==> src/rtl/m_ext_unit_if.sv <==
`default_nettype none
// ============================================================================
// Module   : m_ext_unit_if
// Brief    : Execute-to-writeback handshake bundle for the RV32M unit.
// Revision : 1.0
// ============================================================================
interface m_ext_unit_if #(
    parameter int XLEN = 32
);
    logic            exe2mul_req_i;
    logic [2:0]      exe2mul_op_i;
    logic [XLEN-1:0] exe2mul_rs1_i;
    logic [XLEN-1:0] exe2mul_rs2_i;
    logic            exe2mul_kill_i;
    logic [XLEN-1:0] mul2wrb_alu_m_result_o;
    logic            mul2wrb_alu_m_res_o;
    logic            mul2fwd_busy_o;

    modport master (
        output exe2mul_req_i, exe2mul_op_i, exe2mul_rs1_i, exe2mul_rs2_i, exe2mul_kill_i,
        input  mul2wrb_alu_m_result_o, mul2wrb_alu_m_res_o, mul2fwd_busy_o
    );

    modport slave (
        input  exe2mul_req_i, exe2mul_op_i, exe2mul_rs1_i, exe2mul_rs2_i, exe2mul_kill_i,
        output mul2wrb_alu_m_result_o, mul2wrb_alu_m_res_o, mul2fwd_busy_o
    );
endinterface
`default_nettype wire

==> src/rtl/m_ext_unit.sv <==
`default_nettype none
// ============================================================================
// Module   : m_ext_unit
// Brief    : RV32M execute unit: two-cycle multiply, radix-2 restoring divide.
// Revision : 1.0
// ============================================================================
module m_ext_unit #(
    parameter int XLEN = 32
) (
    input wire          clk,
    input wire          rst_n,
    m_ext_unit_if.slave bus
);
    localparam int         c_CNT_W       = $clog2(XLEN);
    localparam logic [2:0] c_ST_IDLE     = 3'd0;
    localparam logic [2:0] c_ST_MUL      = 3'd1;
    localparam logic [2:0] c_ST_DIV_ITER = 3'd2;
    localparam logic [2:0] c_ST_FIX      = 3'd3;
    localparam logic [2:0] c_ST_DONE     = 3'd4;

    logic [2:0]        r_state;
    logic [2:0]        w_next;
    logic [1:0]        r_op;
    logic [XLEN-1:0]   r_opa;
    logic [XLEN-1:0]   r_opb;
    logic [XLEN-1:0]   r_rem;
    logic [XLEN-1:0]   r_result;
    logic [c_CNT_W-1:0] r_cnt;
    logic              r_neg_q;
    logic              r_neg_r;

    logic              w_accept;
    logic              w_div_signed;
    logic              w_a_neg;
    logic              w_b_neg;
    logic [XLEN-1:0]   w_a_abs;
    logic [XLEN-1:0]   w_b_abs;
    logic              w_div_zero;
    logic              w_ovf;
    logic              w_special;
    logic [XLEN-1:0]   w_special_res;
    logic              w_sign_a;
    logic              w_sign_b;
    logic [2*XLEN-1:0] w_prod;
    logic [XLEN-1:0]   w_mul_res;
    logic [XLEN:0]     w_sh;
    logic [XLEN:0]     w_diff;
    logic              w_fit;
    logic [XLEN-1:0]   w_fix_res;

    // Request decode; absolute values only apply to signed DIV/REM
    assign w_accept      = (r_state == c_ST_IDLE) & bus.exe2mul_req_i & ~bus.exe2mul_kill_i;
    assign w_div_signed  = bus.exe2mul_op_i[2] & ~bus.exe2mul_op_i[0];
    assign w_a_neg       = w_div_signed & bus.exe2mul_rs1_i[XLEN-1];
    assign w_b_neg       = w_div_signed & bus.exe2mul_rs2_i[XLEN-1];
    assign w_a_abs       = w_a_neg ? -bus.exe2mul_rs1_i : bus.exe2mul_rs1_i;
    assign w_b_abs       = w_b_neg ? -bus.exe2mul_rs2_i : bus.exe2mul_rs2_i;
    assign w_div_zero    = (bus.exe2mul_rs2_i == '0);
    assign w_ovf         = w_div_signed & (bus.exe2mul_rs1_i == {1'b1, {(XLEN-1){1'b0}}})
                           & (&bus.exe2mul_rs2_i);
    assign w_special     = w_div_zero | w_ovf;
    assign w_special_res = bus.exe2mul_op_i[1] ? (w_div_zero ? bus.exe2mul_rs1_i : '0)
                                               : (w_div_zero ? '1 : bus.exe2mul_rs1_i);

    // Multiply of sign/zero-extended operands, kept modulo 2^(2*XLEN)
    assign w_sign_a  = ~(r_op[1] & r_op[0]) & r_opa[XLEN-1];
    assign w_sign_b  = ~r_op[1] & r_opb[XLEN-1];
    assign w_prod    = {{XLEN{w_sign_a}}, r_opa} * {{XLEN{w_sign_b}}, r_opb};
    assign w_mul_res = (r_op == 2'b00) ? w_prod[XLEN-1:0] : w_prod[2*XLEN-1:XLEN];

    // One restoring step; the extra bit covers divisors with the MSB set
    assign w_sh   = {r_rem, r_opa[XLEN-1]};
    assign w_diff = w_sh - {1'b0, r_opb};
    assign w_fit  = ~w_diff[XLEN];

    assign w_fix_res = r_op[1] ? (r_neg_r ? -r_rem : r_rem)
                               : (r_neg_q ? -r_opa : r_opa);

    always_ff @(posedge clk or negedge rst_n) begin
        if (!rst_n) begin
            r_state <= c_ST_IDLE;
        end else begin
            r_state <= w_next;
        end
    end

    always_comb begin
        w_next = r_state;
        case (r_state)
            c_ST_IDLE: begin
                if (w_accept) begin
                    if (!bus.exe2mul_op_i[2]) w_next = c_ST_MUL;
                    else if (w_special)       w_next = c_ST_DONE;
                    else                      w_next = c_ST_DIV_ITER;
                end
            end
            c_ST_MUL:      w_next = bus.exe2mul_kill_i ? c_ST_IDLE : c_ST_DONE;
            c_ST_DIV_ITER: begin
                if (bus.exe2mul_kill_i)     w_next = c_ST_IDLE;
                else if (r_cnt == '0)       w_next = c_ST_FIX;
            end
            c_ST_FIX:      w_next = bus.exe2mul_kill_i ? c_ST_IDLE : c_ST_DONE;
            default:       w_next = c_ST_IDLE;
        endcase
    end

    always_ff @(posedge clk or negedge rst_n) begin
        if (!rst_n) begin
            r_op     <= '0;
            r_opa    <= '0;
            r_opb    <= '0;
            r_rem    <= '0;
            r_cnt    <= '0;
            r_neg_q  <= 1'b0;
            r_neg_r  <= 1'b0;
            r_result <= '0;
        end else begin
            if (w_accept) begin
                r_op    <= bus.exe2mul_op_i[1:0];
                r_opa   <= w_a_abs;
                r_opb   <= w_b_abs;
                r_rem   <= '0;
                r_cnt   <= c_CNT_W'(XLEN-1);
                r_neg_q <= w_a_neg ^ w_b_neg;
                r_neg_r <= w_a_neg;
            end else if (r_state == c_ST_DIV_ITER) begin
                r_rem <= w_fit ? w_diff[XLEN-1:0] : w_sh[XLEN-1:0];
                r_opa <= {r_opa[XLEN-2:0], w_fit};
                r_cnt <= r_cnt - c_CNT_W'(1);
            end
            // Result only moves on entry to DONE, so a kill leaves it intact
            if (w_next == c_ST_DONE) begin
                case (r_state)
                    c_ST_IDLE: r_result <= w_special_res;
                    c_ST_MUL:  r_result <= w_mul_res;
                    c_ST_FIX:  r_result <= w_fix_res;
                    default:   r_result <= r_result;
                endcase
            end
        end
    end

    assign bus.mul2wrb_alu_m_result_o = r_result;
    assign bus.mul2wrb_alu_m_res_o    = (r_state == c_ST_DONE);
    assign bus.mul2fwd_busy_o         = (r_state == c_ST_MUL) | (r_state == c_ST_DIV_ITER)
                                        | (r_state == c_ST_FIX);
endmodule
`default_nettype wire

==> src/flat_wrapper.sv <==
// flat-port wrapper written by rule: the top's interface ports become plain ports
module m_ext_unit_flat 
#(
    parameter int XLEN = 32
)
  (clk, rst_n, bus_exe2mul_req_i, bus_exe2mul_op_i, bus_exe2mul_rs1_i, bus_exe2mul_rs2_i, bus_exe2mul_kill_i, bus_mul2wrb_alu_m_result_o, bus_mul2wrb_alu_m_res_o, bus_mul2fwd_busy_o);
  m_ext_unit_if #(.XLEN(XLEN)) bus_i ();
  input wire clk;
  input wire rst_n;
  input wire logic [$bits(bus_i.exe2mul_req_i)-1:0] bus_exe2mul_req_i;
  input wire logic [$bits(bus_i.exe2mul_op_i)-1:0] bus_exe2mul_op_i;
  input wire logic [$bits(bus_i.exe2mul_rs1_i)-1:0] bus_exe2mul_rs1_i;
  input wire logic [$bits(bus_i.exe2mul_rs2_i)-1:0] bus_exe2mul_rs2_i;
  input wire logic [$bits(bus_i.exe2mul_kill_i)-1:0] bus_exe2mul_kill_i;
  output wire logic [$bits(bus_i.mul2wrb_alu_m_result_o)-1:0] bus_mul2wrb_alu_m_result_o;
  output wire logic [$bits(bus_i.mul2wrb_alu_m_res_o)-1:0] bus_mul2wrb_alu_m_res_o;
  output wire logic [$bits(bus_i.mul2fwd_busy_o)-1:0] bus_mul2fwd_busy_o;
  assign bus_i.exe2mul_req_i = bus_exe2mul_req_i;
  assign bus_i.exe2mul_op_i = bus_exe2mul_op_i;
  assign bus_i.exe2mul_rs1_i = bus_exe2mul_rs1_i;
  assign bus_i.exe2mul_rs2_i = bus_exe2mul_rs2_i;
  assign bus_i.exe2mul_kill_i = bus_exe2mul_kill_i;
  assign bus_mul2wrb_alu_m_result_o = bus_i.mul2wrb_alu_m_result_o;
  assign bus_mul2wrb_alu_m_res_o = bus_i.mul2wrb_alu_m_res_o;
  assign bus_mul2fwd_busy_o = bus_i.mul2fwd_busy_o;
  m_ext_unit #(.XLEN(XLEN)) u_core (.clk(clk), .rst_n(rst_n), .bus(bus_i));
endmodule
==> config.mk <==
export PLATFORM = sky130hd
export DESIGN_NAME = m_ext_unit_flat
export DESIGN_NICKNAME = d
export VERILOG_FILES = /design/src/rtl/m_ext_unit_if.sv /design/src/rtl/m_ext_unit.sv /design/src/flat_wrapper.sv
export SDC_FILE = /design/constraint.sdc
export NUM_CORES = 2
export LEC_CHECK = 0
export ABC_CLOCK_PERIOD_IN_PS = 8470
export CORE_MARGIN = 3
export CORE_UTILIZATION = 34
export CTS_CLUSTER_SIZE = 14
export DETAILED_ROUTE_END_ITERATION = 6
export DONT_BUFFER_PORTS = 1
export GPL_TIMING_DRIVEN = 0
export HOLD_SLACK_MARGIN = 0.03
export SLEW_MARGIN = 25
export SYNTH_ARGS = -nofsm -noshare
export SYNTH_HDL_FRONTEND = slang
export SYNTH_SLANG_ARGS = --single-unit
==> constraint.sdc <==
create_clock -name clk -period 8.47 [get_ports clk]
set_input_delay 1.694 -clock clk [delete_from_list [all_inputs] [get_ports clk]]
set_output_delay 1.694 -clock clk [all_outputs]
set_load 0.05 [all_outputs]
==> out/qor.yml <==
synthesis:
  synth_edf_count: 0
  yosys_warnings: 0
  netlist_instances: 5626
  yosysSeqAreaShare_pct: 7.118
  syn_area_per_cell_um2: 8.749
  async_flop_share_pct: 100.0
  synth_area_mm2: 0.04922
  ys_types: 79
  synthFlopType: "dfrtp_1"
  ys_ff_latch: 140
  mappedNetlistNets: 7074
flow_run:
  maxCapViolCount: 0
clock_network:
  clk_latency_ns: 0.49
  cts_buffer_depth: 2
  cts_tree: "built"
  cts.sinks: 140
  clk_pin_slew_ns: 0.07
  ctsHtreeMaxLevel: 4
  cts_hold_buf: 0
  numCtsBuffers: 17
  cts_root_buf: "clkbuf_16"
critical_path:
  critPathLaunchType: "flip-flop"
  crit_fanout: 10
  cp-end-kind: "flip-flop"
  critPathKind: "flip-flop to flip-flop"
  required_ns: 8.82
  crit_arrival_ns: 9.18
global_routing:
  grt_usage_pct: 29.31
  antenna_found_initial: 19
  grt_pass1_vias: 43220
  grt_start_max_net_pins: 141
  grt_overflow: 0
  grt_pass1_wl_mm: 313.7
placed_design:
  detailed_place_hpwl_mm: 183.1
  place_inst: 7519
  gp_congestion: 1.051
  place_area_mm2: 0.05170
  dp_slack_ns: -3.290
  io_buffer_count: 0
sta:
  layout_min_cycle_time_ns: 8.825
  worst_slew_pin_slew_ns: 1.027
  slew_headroom_pct: 31.25
  timing.final.ws_setup_ns: -0.3549
  hold_viol_final: 0
  rsz0062_at_grt: "true"
  drv_slew: 0
  fmax_mhz: 113.3
  period_share_pct: 104.2
  finClkSkew_ns: 0.01396
  setup_viol: 5
route:
  firstDrtPassIters: 7
  ant_nets: 0
  drc: 20
  drt_iter0_drc: 4800
  routed_via_density: 5.565
  routedWlPerCell_um: 29.08
  wl_mm: 220.6
  num_vias: 42230
die:
  start_util_pct: 34.51
  die_w_um: 386.5
  ioPinCount: 105
  fp.dieH_um: 386.5
  rows: 138
  coreArea_mm2: 0.1426
  dieArea_mm2: 0.1494
finish:
  stdcell_count: 7588
  design_area_mm2: 0.05465
  drive_above_1_share_pct: 9.801
  nets: 7118
  syn_to_final_growth_pct: 11.03
hold_path:
  hp-class: "flip-flop to flip-flop"
run_status:
  violations: "design-rule violations, negative setup slack"
  status: "complete, but fails checks"
[layer usage]
layer,up-vias,global-route usage (%),part of all wire (%)
li1,17160,-,-
met5,-,1.116,0.19
met2,2661,42.65,42
met4,14,20.80,9.0
met3,729,9.101,12
met1,21660,36.84,37
[what timing repair did]
item | 4_1_cts | 5_1_grt
setup buffers | 42 | 34
pin swaps | 55 | 77
setup endpoints to repair | 32 | 29
gates resized for setup | 507 | 154
[area by class of cell]
cell class | instances | area (um^2)
fill | 14750 | 87970
multi-input combinational | 3973 | 41060
inverter | 1175 | 4427
sequential | 140 | 3603
tap | 1890 | 2365
buffer | 287 | 1792
timing repair buffer | 76 | 738.2
clock buffer | 17 | 425.4
clock inverter | 15 | 197.7
antenna | 15 | 37.54
[path summary, 6_finish.rpt]
check / startpoint / to / slack, ns / cells after the start
setup / recovery: u_core.r_opb[31] / u_core.bus.mul2wrb_alu_m_result_o[31] / -0.35 / 24
hold / removal: u_core.r_cnt[0] / u_core.r_cnt[0] / 0.51 / 1
setup reg to reg: u_core.r_opb[31] / u_core.bus.mul2wrb_alu_m_result_o[31] / -0.35 / 24
hold reg to reg: u_core.r_cnt[0] / u_core.r_cnt[0] / 0.51 / 1
max in group asynchronous: rst_n / u_core.r_opb[25] / 7.37 / 0
min in group asynchronous: rst_n / u_core.bus.mul2wrb_alu_m_result_o[26] / 0.89 / 0
[kinds of logic (layout without fill, tap and decap cells)]
| family | after synthesis | in the layout | synth area share (%) |
|---|---|---|---|
| other cells | 0 | 15 | 0 |
| xor+xnor | 214 | 214 | 3.808 |
| simple gates | 1654 | 1654 | 15.49 |
| mux | 37 | 37 | 0.7524 |
| flops | 140 | 140 | 7.118 |
| fa+ha+maj | 1393 | 1393 | 52.50 |
| buf+inv | 1513 | 1570 | 11.57 |
| compound gates | 675 | 675 | 8.760 |
[cell usage in the layout, fill, tap and decap left out, types with 39 or more instances in the layout]
cell type	n
inv_1	1156
fa_1	1095
nand2_1	884
and2_1	324
ha_1	219
nor2_1	194
o21ai_0	165
a21oi_1	120
xnor2_1	118
dfrtp_1	88
clkbuf_1	86
xor2_1	86
buf_4	75
clkbuf_2	70
a21o_1	55
clkbuf_4	46
nand3_1	43
o21ai_1	39
[cell usage after synthesis (20+ instances only)]
cell type,number,share of area [%]
a22oi_1,34,0.52
and3_1,21,0.27
or4_1,21,0.32
o21ai_0,178,1.8
xnor2_1,123,2.2
and2_1,326,4.1
mux2i_1,37,0.75
xor2_1,91,1.6
dfrtp_1,140,7.1
a21oi_1,144,1.5
o21ai_1,31,0.32
nand4_1,24,0.31
a21o_1,56,0.85
fa_1,1126,46
or3_1,20,0.25
buf_1,44,0.34
inv_1,1173,8.9
clkbuf_1,286,2.2
nand2_1,891,6.8
ha_1,251,6.4
nor2_1,200,1.5
o31ai_1,27,0.41
nor3_1,28,0.28
a31oi_1,24,0.31
nand3_1,44,0.45
[state kept, by name, indices dropped and copies added, names as in the netlist]
register                           count
u_core.bus.mul2wrb_alu_m_result_o     32
u_core.r_opa                          32
u_core.r_opb                          32
u_core.r_rem                          32
u_core.r_cnt                           5
u_core.r_state                         3
u_core.r_op                            2
u_core.r_neg_q                         1
u_core.r_neg_r                         1
[metrics by stage]
stage          utilization (%)  hold slack (ns)  setup TNS, ns
5_1_grt                  38.29           0.5448         -1.642
3_3_place_gp             36.17           0.4887         -73.90
4_1_cts                  37.71           0.5115        -0.5252
3_5_place_dp             36.25           0.5025         -65.06
2_1_floorplan                -           0.4677              0
6_report                 38.32           0.5051        -0.5646
[worst max-delay path: stages, from the launching register on]
cell	delay, ns
dfrtp_1	0.51
nand2b_1	0.32
buf_1	0.78
nor2_1	0.13
fa_1	0.57
fa_1	0.44
fa_1	0.55
fa_1	0.47
fa_1	0.56
fa_1	0.48
fa_1	0.52
inv_1	0.06
fa_2	0.60
inv_1	0.07
ha_2	0.31
inv_2	0.11
o21bai_1	0.09
a21oi_2	0.15
o21bai_1	0.08
a221o_1	0.41
o2111ai_2	0.26
or3b_4	0.45
xnor2_4	0.18
o211ai_1	0.44
a31oi_1	0.15
Power is not shown: default switching activity piles up to over one toggle a cycle in this logic, so the estimate is an artifact.
